[src/rtl/bridge_pkg.sv]
// Shared types and default address map for the parametrised data-side system bridge.
// Slot order is DM (0), TC1 (1), TC2 (2), INTGEN (3).
package bridge_pkg;

  typedef enum logic [1:0] {
    ST_IDLE   = 2'd0,
    ST_ACCESS = 2'd1,
    ST_DONE   = 2'd2
  } bridge_state_e;

  localparam logic [31:0] DM_BASE      = 32'h0000_0000;
  localparam logic [31:0] DM_LIMIT     = 32'h0000_2fff;
  localparam logic [31:0] TC1_BASE     = 32'h0000_7f00;
  localparam logic [31:0] TC1_LIMIT    = 32'h0000_7f0b;
  localparam logic [31:0] TC2_BASE     = 32'h0000_7f10;
  localparam logic [31:0] TC2_LIMIT    = 32'h0000_7f1b;
  localparam logic [31:0] INTGEN_BASE  = 32'h0000_7f20;
  localparam logic [31:0] INTGEN_LIMIT = 32'h0000_7f23;

  localparam logic [127:0] DEF_DEV_BASE  = {INTGEN_BASE, TC2_BASE, TC1_BASE, DM_BASE};
  localparam logic [127:0] DEF_DEV_LIMIT = {INTGEN_LIMIT, TC2_LIMIT, TC1_LIMIT, DM_LIMIT};
  localparam logic [3:0]   DEF_WORD_ONLY = 4'b0110;

  function automatic int slot_width(input int n);
    return (n > 1) ? $clog2(n) : 1;
  endfunction

endpackage

[src/rtl/bridge_addr_decode.sv]
// Combinational priority decoder: maps a byte address to the lowest matching
// device window and flags partial writes to word-only windows.
module bridge_addr_decode
  import bridge_pkg::*;
#(
  parameter int                 NDEV      = 4,
  parameter logic [NDEV*32-1:0] DEV_BASE  = DEF_DEV_BASE,
  parameter logic [NDEV*32-1:0] DEV_LIMIT = DEF_DEV_LIMIT,
  parameter logic [NDEV-1:0]    WORD_ONLY = DEF_WORD_ONLY,
  parameter int                 SLOT_W    = slot_width(NDEV)
) (
  input  logic [31:0]       addr,
  input  logic [3:0]        byteen,
  output logic              hit,
  output logic [SLOT_W-1:0] slot,
  output logic [31:0]       offset,
  output logic              illegal_wr
);

  logic [31:0] off_k_s;

  // Scan from the top slot down so the lowest matching window wins; the
  // window test is done on the wrapped offset so a zero base needs no compare.
  always_comb begin
    hit        = 1'b0;
    slot       = {SLOT_W{1'b0}};
    offset     = 32'h0000_0000;
    illegal_wr = 1'b0;
    off_k_s    = 32'h0000_0000;
    for (int k = NDEV - 1; k >= 0; k--) begin
      off_k_s = addr - DEV_BASE[k*32 +: 32];
      if (off_k_s <= (DEV_LIMIT[k*32 +: 32] - DEV_BASE[k*32 +: 32])) begin
        hit        = 1'b1;
        slot       = k[SLOT_W-1:0];
        offset     = off_k_s;
        illegal_wr = WORD_ONLY[k] && (byteen != 4'b0000) && (byteen != 4'b1111);
      end else begin
        hit        = hit;
      end
    end
  end

endmodule

[src/rtl/sys_bridge_n.sv]
// Data-side system bridge: decodes CPU accesses into NDEV device windows, runs a
// registered request/ready handshake with timeout, and reports bus errors.
module sys_bridge_n
  import bridge_pkg::*;
#(
  parameter int                 NDEV      = 4,
  parameter logic [NDEV*32-1:0] DEV_BASE  = DEF_DEV_BASE,
  parameter logic [NDEV*32-1:0] DEV_LIMIT = DEF_DEV_LIMIT,
  parameter logic [NDEV-1:0]    WORD_ONLY = DEF_WORD_ONLY,
  parameter int                 TIMEOUT   = 15
) (
  input  logic              clk,
  input  logic              reset,
  input  logic              cpu_req,
  input  logic [31:0]       cpu_addr,
  input  logic [3:0]        cpu_byteen,
  input  logic [31:0]       cpu_wdata,
  output logic              cpu_stall,
  output logic [31:0]       cpu_rdata,
  output logic              cpu_err,
  output logic [31:0]       err_addr,
  output logic [NDEV-1:0]   dev_sel,
  output logic [NDEV-1:0]   dev_we,
  output logic [31:0]       dev_addr,
  output logic [3:0]        dev_byteen,
  output logic [31:0]       dev_wdata,
  input  logic [NDEV*32-1:0] dev_rdata,
  input  logic [NDEV-1:0]   dev_ready
);

  localparam int SLOT_W = slot_width(NDEV);
  localparam int CNT_W  = (TIMEOUT > 0) ? $clog2(TIMEOUT + 1) : 1;

  bridge_state_e     state_r, state_nx_s;
  logic [CNT_W-1:0]  cnt_r, cnt_nx_s;
  logic [SLOT_W-1:0] slot_r, slot_nx_s;
  logic [31:0]       addr_r, addr_nx_s;
  logic [31:0]       dev_addr_r, dev_addr_nx_s;
  logic [3:0]        dev_byteen_r, dev_byteen_nx_s;
  logic [31:0]       dev_wdata_r, dev_wdata_nx_s;
  logic [NDEV-1:0]   dev_sel_r, dev_sel_nx_s;
  logic [NDEV-1:0]   dev_we_r, dev_we_nx_s;
  logic [31:0]       cpu_rdata_r, cpu_rdata_nx_s;
  logic              cpu_err_r, cpu_err_nx_s;
  logic [31:0]       err_addr_r, err_addr_nx_s;

  logic              dec_hit_s;
  logic [SLOT_W-1:0] dec_slot_s;
  logic [31:0]       dec_offset_s;
  logic              dec_illegal_s;
  logic [NDEV-1:0]   dec_onehot_s;

  bridge_addr_decode #(
    .NDEV      (NDEV),
    .DEV_BASE  (DEV_BASE),
    .DEV_LIMIT (DEV_LIMIT),
    .WORD_ONLY (WORD_ONLY),
    .SLOT_W    (SLOT_W)
  ) u_decode (
    .addr       (cpu_addr),
    .byteen     (cpu_byteen),
    .hit        (dec_hit_s),
    .slot       (dec_slot_s),
    .offset     (dec_offset_s),
    .illegal_wr (dec_illegal_s)
  );

  // Expand the decoded slot index to a one-hot select.
  always_comb begin
    dec_onehot_s = {NDEV{1'b0}};
    for (int k = 0; k < NDEV; k++) begin
      dec_onehot_s[k] = (dec_slot_s == k[SLOT_W-1:0]);
    end
  end

  // Next-state and next-register values; every register holds by default.
  always_comb begin
    state_nx_s      = state_r;
    cnt_nx_s        = cnt_r;
    slot_nx_s       = slot_r;
    addr_nx_s       = addr_r;
    dev_addr_nx_s   = dev_addr_r;
    dev_byteen_nx_s = dev_byteen_r;
    dev_wdata_nx_s  = dev_wdata_r;
    dev_sel_nx_s    = dev_sel_r;
    dev_we_nx_s     = dev_we_r;
    cpu_rdata_nx_s  = cpu_rdata_r;
    cpu_err_nx_s    = cpu_err_r;
    err_addr_nx_s   = err_addr_r;
    case (state_r)
      ST_IDLE: begin
        if (cpu_req && dec_hit_s && !dec_illegal_s) begin
          state_nx_s      = ST_ACCESS;
          cnt_nx_s        = {CNT_W{1'b0}};
          slot_nx_s       = dec_slot_s;
          addr_nx_s       = cpu_addr;
          dev_addr_nx_s   = dec_offset_s;
          dev_byteen_nx_s = cpu_byteen;
          dev_wdata_nx_s  = cpu_wdata;
          dev_sel_nx_s    = dec_onehot_s;
          dev_we_nx_s     = dec_onehot_s & {NDEV{cpu_byteen != 4'b0000}};
        end else if (cpu_req) begin
          // Unmapped or illegal: fail without ever touching a slave.
          state_nx_s      = ST_DONE;
          cpu_rdata_nx_s  = 32'h0000_0000;
          cpu_err_nx_s    = 1'b1;
          err_addr_nx_s   = cpu_addr;
        end else begin
          state_nx_s      = ST_IDLE;
        end
      end
      ST_ACCESS: begin
        if (dev_ready[slot_r]) begin
          state_nx_s      = ST_DONE;
          cpu_rdata_nx_s  = dev_rdata[slot_r*32 +: 32];
          cpu_err_nx_s    = 1'b0;
          dev_sel_nx_s    = {NDEV{1'b0}};
          dev_we_nx_s     = {NDEV{1'b0}};
        end else if (cnt_r == CNT_W'(TIMEOUT)) begin
          state_nx_s      = ST_DONE;
          cpu_rdata_nx_s  = 32'h0000_0000;
          cpu_err_nx_s    = 1'b1;
          err_addr_nx_s   = addr_r;
          dev_sel_nx_s    = {NDEV{1'b0}};
          dev_we_nx_s     = {NDEV{1'b0}};
        end else begin
          cnt_nx_s        = cnt_r + CNT_W'(1);
        end
      end
      ST_DONE: begin
        state_nx_s        = ST_IDLE;
      end
      default: begin
        state_nx_s        = ST_IDLE;
        dev_sel_nx_s      = {NDEV{1'b0}};
        dev_we_nx_s       = {NDEV{1'b0}};
      end
    endcase
  end

  // State and output registers with synchronous active-low reset.
  always_ff @(posedge clk) begin
    if (!reset) begin
      state_r      <= ST_IDLE;
      cnt_r        <= {CNT_W{1'b0}};
      slot_r       <= {SLOT_W{1'b0}};
      addr_r       <= 32'h0000_0000;
      dev_addr_r   <= 32'h0000_0000;
      dev_byteen_r <= 4'b0000;
      dev_wdata_r  <= 32'h0000_0000;
      dev_sel_r    <= {NDEV{1'b0}};
      dev_we_r     <= {NDEV{1'b0}};
      cpu_rdata_r  <= 32'h0000_0000;
      cpu_err_r    <= 1'b0;
      err_addr_r   <= 32'h0000_0000;
    end else begin
      state_r      <= state_nx_s;
      cnt_r        <= cnt_nx_s;
      slot_r       <= slot_nx_s;
      addr_r       <= addr_nx_s;
      dev_addr_r   <= dev_addr_nx_s;
      dev_byteen_r <= dev_byteen_nx_s;
      dev_wdata_r  <= dev_wdata_nx_s;
      dev_sel_r    <= dev_sel_nx_s;
      dev_we_r     <= dev_we_nx_s;
      cpu_rdata_r  <= cpu_rdata_nx_s;
      cpu_err_r    <= cpu_err_nx_s;
      err_addr_r   <= err_addr_nx_s;
    end
  end

  assign cpu_stall  = cpu_req && (state_r != ST_DONE);
  assign cpu_rdata  = cpu_rdata_r;
  assign cpu_err    = cpu_err_r;
  assign err_addr   = err_addr_r;
  assign dev_sel    = dev_sel_r;
  assign dev_we     = dev_we_r;
  assign dev_addr   = dev_addr_r;
  assign dev_byteen = dev_byteen_r;
  assign dev_wdata  = dev_wdata_r;

endmodule

[config.mk]
export PLATFORM = sky130hd
export DESIGN_NAME = sys_bridge_n
export DESIGN_NICKNAME = d
export VERILOG_FILES = /design/src/rtl/bridge_pkg.sv /design/src/rtl/bridge_addr_decode.sv /design/src/rtl/sys_bridge_n.sv
export SDC_FILE = /design/constraint.sdc
export NUM_CORES = 1
export LEC_CHECK = 0
export CORE_ASPECT_RATIO = 1.5
export CORE_MARGIN = 4
export CORE_UTILIZATION = 33
export CTS_BUF_LIST = sky130_fd_sc_hd__clkbuf_4 sky130_fd_sc_hd__clkbuf_8
export DETAILED_ROUTE_END_ITERATION = 8
export PLACE_DENSITY = 0.62
export SYNTH_ARGS = -nofsm -noshare
export SYNTH_HDL_FRONTEND = slang
export SYNTH_SLANG_ARGS = --single-unit
[constraint.sdc]
create_clock -name clk -period 11.7 [get_ports clk]
set_clock_uncertainty 0.1 [all_clocks]
set_input_delay 2.34 -clock clk [delete_from_list [all_inputs] [get_ports clk]]
set_output_delay 2.34 -clock clk [all_outputs]
set_load 0.1 [all_outputs]
==> impl_metrics.json, run 1 <==
{
  "rsz0062_at_grt": "false",
  "synth.avg_cell_area_um2": 8.69,
  "cts_tree": "built",
  "drc": 0,
  "min_path_type": "flop to flop",
  "nNetsFinal": 1595,
  "fin_area_um2": 13700,
  "cts_max_level": 4,
  "grt_pass1_wl_um": 56900,
  "wirelength_um": 37600,
  "worst_setup_path_start_kind": "input port",
  "synth_cell_types": 76,
  "period_share_pct": 63.3,
  "layout_setup_ws_ps": 4300,
  "cts_buffers": 17,
  "hold_viol": 0,
  "fin_util_pct": 47.6,
  "setup_viol": 0,
  "ir_drop_v": 0.0000736,
  "rows": 76,
  "synth_nets": 1319,
  "via_per_inst": 5.47,
  "dp_slack_ps": 3840,
  "first_iter_violations": 822,
  "ys_top_cells_by_area": "dfxtp_1 (38%), mux4_2 (7.7%), nand2_1 (5.4%), o21ai_0 (4.4%), nand3_1 (4.3%)",
  "relSlewSlack_pct": 26.2,
  "cts_setup_buffers": 0,
  "yosysSeqAreaShare_pct": 37.7,
  "tns_ps": 0,
  "yosys_warnings": 0,
  "total_power_uw": 1340,
  "outcome": "finished clean",
  "wl_per_cell_um": 21.1,
  "grt.total_usage_pct": 22.5,
  "min_period_ps": 7400,
  "cts_hold_buf": 0,
  "synth_edf_count": 0,
  "synth_top_area_share_pct": 37.7,
  "mostFrequentLayoutCells": "clkdlybuf4s50_1 (343), dfxtp_1 (180), nand2_1 (139)",
  "clk-insertion-delay-late_ps": 470,
  "worstMarginPinSlew_ps": 1100,
  "r2r_slack_ps": 9150,
  "ys.flop_type": "dfxtp_1",
  "cp-end-kind": "flop",
  "ios": 345,
  "synth_top_area_cell": "dfxtp_1",
  "slew_viol_final": 0,
  "drive_gt1_share_pct": 9.76,
  "arrival_ps": 7670,
  "synth_cells": 1105,
  "place_area_um2": 13300,
  "routabilityCongestion": 0.976,
  "overflow": 0,
  "ys_seq_elements": 181,
  "async_flop_share_pct": 0,
  "cp_max_fo": 72,
  "path_clk_slew_ps": 100,
  "die_w_um": 147,
  "start_util_pct": 33.4,
  "grt_pass1_vias": 9599,
  "port_buffers": 344,
  "cts_root_buffer": "clkbuf_8",
  "die_y_um": 217,
  "dr.pass1.iters": 5,
  "final_common_cell": "clkdlybuf4s50_1",
  "ctsResizeCount": 0,
  "fillers": 2807,
  "p_leak_uw": 0.00489,
  "clock.fmax_ghz": 0.135,
  "cts.sinks": 181,
  "cap_viol_max_count": 0,
  "grt_max_degree": 91,
  "p_per_area_nw_per_um2": 97.8,
  "diodes": 0,
  "crit_required_ps": 11970,
  "syn-cell-area_um2": 9600,
  "antenna_found_initial": 0,
  "worstSetupPathType": "input port to flop",
  "die_area_um2": 31900,
  "antenna_left": 0,
  "clockBufferDepth": 2,
  "hpwl_um": 28800,
  "via_count": 9753,
  "core-area_um2": 28700,
  "areaGrowthSynthToFinish_pct": 42.4
}
==> final cells by class <==
class                           instances  area, um^2  area share (%)
Clock buffer                           17         234            1.71
Multi-Input combinational cell        802        5510            40.3
Timing Repair Buffer                  367        3610            26.4
Tap cell                              390         488            3.57
Inverter                               12        45.0           0.330
Sequential cell                       181        3620            26.5
Clock inverter                         15         159            1.16
==> logic make-up (layout without fill, tap and decap cells) <==
kind of cell | count (synthesis) | count (layout) | synth area share (%)
AO/OA/AOI/OAI | 259 | 259 | 20.5
XOR/XNOR | 15 | 15 | 1.37
adder cells (fa/ha/maj) | 11 | 11 | 1.43
buffers and inverters | 122 | 411 | 5.25
flip-flops | 181 | 181 | 37.7
multiplexers | 42 | 42 | 8.69
AND/OR/NAND/NOR | 475 | 475 | 25.0
==> state kept, by name, indices dropped and copies added, names as in the netlist <==
register,flops
addr_r,32
cpu_rdata,32
dev_addr,32
dev_wdata,32
err_addr,32
cnt_r,4
dev_byteen,4
dev_sel,4
dev_we,4
slot_r,2
state_r,2
cpu_err,1
==> per-layer routing <==
| metal | part of all wire [%] | up-vias | global-route usage, % |
|---|---|---|---|
| met2 | 52 | 377 | 41.0 |
| met4 | 3.8 | 0 | 9.42 |
| li1 | - | 4670 | - |
| met5 | 0 | - | 0 |
| met1 | 38 | 4635 | 25.3 |
| met3 | 6.2 | 71 | 4.81 |
==> power breakdown <==
group	internal, uW	switching [uW]	total [uW]
clock	161	263	424
sequential	625	5.54	630
combinational	114	168	282
total	901	436	1340
==> path summary, 6_finish.rpt <==
kind                                      end        start  cells past startpoint
worst min-delay path                dev_we[1]    dev_we[1]                      2
worst min register to register      dev_we[1]    dev_we[1]                      2
worst max-delay path                addr_r[2]  cpu_addr[5]                     14
worst max register to register  cpu_rdata[30]   state_r[0]                      5
==> metrics by stage <==
step	std cells	hold WS, ps
6_report	1784	360
5_1_grt	1784	382
4_1_cts	1784	362
3_5_place_dp	1752	347
3_3_place_gp	1752	343
2_1_floorplan	1105	344
==> cell usage after synthesis (4+ instances only) <==
| cell | count |
|---|---|
| a31oi_1 | 8 |
| a21oi_1 | 20 |
| a31o_2 | 9 |
| o31ai_1 | 10 |
| mux2i_1 | 8 |
| inv_1 | 12 |
| xnor2_1 | 9 |
| a22o_1 | 33 |
| or3_1 | 14 |
| a21boi_0 | 4 |
| xor2_1 | 6 |
| nor4_1 | 16 |
| a311oi_1 | 8 |
| nand2b_1 | 9 |
| and3_1 | 45 |
| mux4_2 | 33 |
| buf_2 | 16 |
| buf_1 | 4 |
| nand2_1 | 139 |
| a211oi_1 | 17 |
| and2_1 | 10 |
| dfxtp_1 | 181 |
| nor2b_1 | 7 |
| clkbuf_1 | 85 |
| nor3_1 | 17 |
| o21ai_0 | 84 |
| o211ai_1 | 4 |
| a311oi_2 | 21 |
| ha_1 | 11 |
| and4_1 | 4 |
| nor3b_1 | 8 |
| nor2_1 | 70 |
| nand4_1 | 30 |
| nand3_1 | 83 |
==> worst max-delay path: stages <==
cell and delay (ps):
clkdlybuf4s50_1 610, inv_1 380, ha_1 280, or3b_2 590
a211oi_1 280, a41oi_1 80, or4b_2 680, or4_1 440
or3_4 430, a211o_4 400, a31oi_4 180, buf_4 550
nor2_1 150, a31o_2 240
Power figures use the tool's default switching activity.
==> inputs of run 2 (changes only) <==
- PLACE_DENSITY: 0.62 -> 0.64
- clock period: 11.7 -> 6.8 ns (I/O delays scaled with it)
==> impl_metrics.json, run 2 (synthesis gave the netlist of run 1 again) <==
{
  "cap_viol_max_count": 0,
  "dr.pass1.iters": 5,
  "nNetsFinal": 1614,
  "clk-insertion-delay-late_ps": 460,
  "final_common_cell": "clkdlybuf4s50_1",
  "min_path_cells": 2,
  "instances_no_fill": 1804,
  "overflow": 0,
  "antenna_found_initial": 1,
  "ir_drop_v": 0.000126,
  "rsz0062_at_grt": "false",
  "period_share_pct": 88.2,
  "worst_setup_path_start_kind": "input port",
  "drive_gt1_share_pct": 11.0,
  "cts_tree": "built",
  "r2r_slack_ps": 4340,
  "critPathTopFamily": "simple AND/OR/NAND/NOR gates",
  "ios": 345,
  "cp_num_buf_inv": 3,
  "core-area_um2": 28700,
  "cts.sinks": 181,
  "drc": 0,
  "cts_setup_buffers": 0,
  "cp_cell_sequence": "clkdlybuf4s50_1 -> inv_1 -> ha_1 -> or3b_2 -> a211oi_1 -> a41oi_1 -> or4b_2 -> or4_1 -> or3_4 -> a211o_4 -> a311oi_4 -> buf_4 -> nor2_1 -> a311oi_1",
  "grt_pass1_wl_um": 56700,
  "start_util_pct": 33.4,
  "cts_max_level": 4,
  "die_w_um": 147,
  "critPathMaxStageDelay_ps": 710,
  "via_per_inst": 5.43,
  "ctsResizeCount": 0,
  "routabilityCongestion": 0.976,
  "tns_ps": 0,
  "grt.total_usage_pct": 22.2,
  "cpMaxStageDelayCell": "or4b_2",
  "worstSetupPathType": "input port to flop",
  "die_y_um": 217,
  "slew_viol_final": 0,
  "cts_hold_buf": 0,
  "clockBufferDepth": 2,
  "hold_viol": 0,
  "relSlewSlack_pct": 23.0,
  "cts_buffers": 17,
  "multi_input_area_um2": 5500,
  "worstMarginPinSlew_ps": 1150,
  "reg2regPathDepth": 7,
  "min_path_type": "flop to flop",
  "via_count": 9800,
  "dp.cells": 1771,
  "path_clk_slew_ps": 90,
  "seqCellArea_um2": 3620,
  "die_area_um2": 31900,
  "grt_max_degree": 107,
  "crit_required_ps": 7060,
  "wl_per_cell_um": 20.6,
  "fillers": 2856,
  "wirelength_um": 37100,
  "cp.depth": 14,
  "rows": 76,
  "cts_root_buffer": "clkbuf_8",
  "arrival_ps": 6260,
  "outcome": "finished clean",
  "clock.fmax_ghz": 0.167,
  "port_buffers": 344,
  "antenna_left": 0,
  "setup_viol": 0,
  "p_leak_uw": 0.00501,
  "hpwl_um": 28100,
  "mostFrequentLayoutCells": "clkdlybuf4s50_1 (343), dfxtp_1 (180), nand2_1 (139)",
  "cp_max_fo": 26,
  "first_iter_violations": 654,
  "min_period_ps": 6000,
  "cp-end-kind": "flop",
  "areaGrowthSynthToFinish_pct": 44.5,
  "p_per_area_nw_per_um2": 166,
  "grt_pass1_vias": 9726
}
-- run 2: cell count changes in the layout (fill, tap and decap cells not counted), sizes merged --
cell	previous run	this run
inv	21	15
diode	0	1
buf	24	43
bufinv	0	2
clkinv	4	7
clkbuf	17	18
-- run 2: worst paths after layout --
| kind | from | end |
|---|---|---|
| max reg2reg | slot_r[0] | err_addr[1] |
| min | dev_we[2] | dev_we[2] |
| min reg2reg | dev_we[2] | dev_we[2] |
| max | cpu_addr[4] | err_addr[1] |
-- run 2: per-stage QoR --
step	hold WS [ps]	setup WS (ps)	power, uW	util [%]	instance area [um^2]
6_report	366	802	2310	48.3	13900
5_1_grt	398	597	2410	48.3	13900
4_1_cts	374	856	2330	48.3	13900
3_5_place_dp	358	383	1600	46.9	13500
3_3_place_gp	346	463	1590	46.9	13500
2_1_floorplan	344	1360	1380	-	9600
-- run 2: worst register-to-register path, cell delays in order (launching register included) --
cell and delay, ps:
dfxtp_2 340, mux4_2 580, nor2_1 130, mux2i_1 120
a311oi_4 370, buf_4 380, nor2_1 90, a311oi_1 260
-- run 2: layout make-up --
type,instances,area share [%]
antenna,1,0.0180
clock buffer,18,1.74
clock inverter,14,1.11
inverter,12,0.325
multi-input combinational,802,39.7
sequential,181,26.1
tap,390,3.52
timing repair buffer,386,27.5
-- run 2: metal layers --
layer,vias up,track usage [%],part of all wire [%]
met4,0,9.98,4.4
met3,87,5.29,7.3
li1,4696,-,-
met1,4622,26.7,40
met2,395,37.8,48
met5,-,0,0
-- run 2: where the power goes --
part           switching, uW  internal (uW)  leakage (uW)  total [uW]
Combinational            286            203       0.00335         489
Clock                    398            335      0.000199         733
Sequential              10.2           1070       0.00147        1090
==> inputs of run 3 (changes only) <==
- CORE_UTILIZATION: 33 -> 42
- PLACE_DENSITY: 0.64 -> 0.79
==> impl_metrics.json, run 3 (synthesis gave the netlist of run 1 again) <==
{
  "instances_no_fill": 1685,
  "start_util_pct": 42.7,
  "min_path_type": "flop to flop",
  "cts_tree": "built",
  "pwr-share-seq_pct": 46.9,
  "hpwl_um": 27700,
  "fin_util_pct": 61.0,
  "cts_max_level": 4,
  "ir_drop_v": 0.000134,
  "layout_setup_ws_ps": 906,
  "routabilityCongestion": 1.05,
  "wl_per_cell_um": 21.5,
  "clock.fmax_ghz": 0.170,
  "grt_pass1_wl_um": 55400,
  "via_count": 9948,
  "worst_setup_path_start_kind": "input port",
  "cp_max_fo": 65,
  "swShare_pct": 32.6,
  "wirelength_um": 36300,
  "mostFrequentLayoutCells": "clkdlybuf4s50_1 (343), dfxtp_1 (180), nand2_1 (139)",
  "die_w_um": 131,
  "tns_ps": 0,
  "wl_met3_um": 2720,
  "setup_viol": 0,
  "arrival_ps": 6170,
  "relSlewSlack_pct": 18.3,
  "port_buffers": 344,
  "core-area_um2": 22500,
  "drc": 0,
  "p_leak_uw": 0.00498,
  "period_share_pct": 86.7,
  "cts_buffers": 17,
  "min_period_ps": 5890,
  "p_sw_uw": 755,
  "die_y_um": 193,
  "grt_max_degree": 97,
  "final_common_cell": "clkdlybuf4s50_1",
  "ctsResizeCount": 0,
  "slew_viol_final": 0,
  "areaGrowthSynthToFinish_pct": 42.7,
  "cts.sinks": 181,
  "crit_required_ps": 7070,
  "dp_slack_ps": 513,
  "dp.cells": 1653,
  "p_per_area_nw_per_um2": 169,
  "ios": 345,
  "clk-insertion-delay-late_ps": 470,
  "rsz0062_at_grt": "false",
  "dr.pass1.iters": 5,
  "met1_length_um": 13600,
  "worstMarginPinSlew_ps": 1210,
  "clockBufferDepth": 2,
  "cts_root_buffer": "clkbuf_8",
  "antenna_left": 0,
  "cp-end-kind": "flop",
  "drive_gt1_share_pct": 10.7,
  "grt_pass1_vias": 9824,
  "via_per_inst": 5.90,
  "overflow": 0,
  "outcome": "finished clean",
  "rows": 67,
  "power.share.clock_pct": 31.8,
  "antenna_found_initial": 0,
  "nNetsFinal": 1610,
  "die_area_um2": 25400,
  "diodes": 0,
  "topRoutingLayerUsed": "met4",
  "grt.total_usage_pct": 27.2,
  "cts_setup_buffers": 0,
  "first_iter_violations": 634,
  "wl_met2_um": 17900,
  "path_clk_slew_ps": 100,
  "cap_viol_max_count": 0,
  "cts_hold_buf": 0,
  "worstSetupPathType": "input port to flop",
  "comb_power_share_pct": 21.3,
  "hold_viol": 0,
  "p_int_uw": 1560
}
[run 3: changes by cell type in the layout (fill, tap and decap cells not counted), sizes merged]
| cell | delta |
|---|---|
| diode | -1 |
| clkinv | -2 |
| inv | +5 |
| clkbuf | -1 |
| buf | -4 |
| bufinv | -2 |
[run 3: path summary, 6_finish.rpt]
path | start | end | slack [ps] | depth (start not counted)
hold reg to reg | addr_r[31] | err_addr[31] | 370 | 2
setup reg to reg | state_r[0] | cpu_rdata[30] | 4390 | 5
hold / removal | addr_r[31] | err_addr[31] | 370 | 2
setup / recovery | cpu_addr[4] | err_addr[20] | 910 | 14
[run 3: area by class of cell]
cell class	instances	area [um^2]
Clock inverter	15	174
Timing Repair Buffer	382	3780
Multi-Input combinational cell	802	5510
Clock buffer	17	234
Fill cell	1911	8760
Tap cell	276	345
Inverter	12	45.0
Sequential cell	181	3620
[run 3: power by group through the flow]
stage	logic (uW)	clock network [uW]	registers (uW)
6_report	492	736	1080
4_1_cts	490	752	1080
5_1_grt	518	796	1090
3_5_place_dp	488	0	1110
3_3_place_gp	483	0	1110
2_1_floorplan	161	0	1220
[run 3: per-layer routing]
layer	track usage (%)	up-vias
li1	-	4700
met1	30.5	4693
met2	47.0	442
met3	7.42	113
met4	15.0	0
met5	0	-
[run 3: critical path: stages]
cell	delay, ps
clkdlybuf4s50_1	470
inv_1	230
ha_1	260
or3b_2	470
a211oi_1	240
a41oi_1	100
or4b_2	720
or4_1	440
or3_4	430
a211o_4	400
a311oi_4	300
buf_12	330
nor2_1	100
a311oi_2	270
[run 3: stage by stage]
| step | hold WS, ps | instance area (um^2) | total power (uW) |
|---|---|---|---|
| after floorplan | 344 | 9600 | 1380 |
| after global placement | 346 | 13300 | 1590 |
| after detailed placement | 357 | 13300 | 1600 |
| after CTS | 373 | 13700 | 2330 |
| after global routing | 394 | 13700 | 2400 |
| final | 368 | 13700 | 2310 |
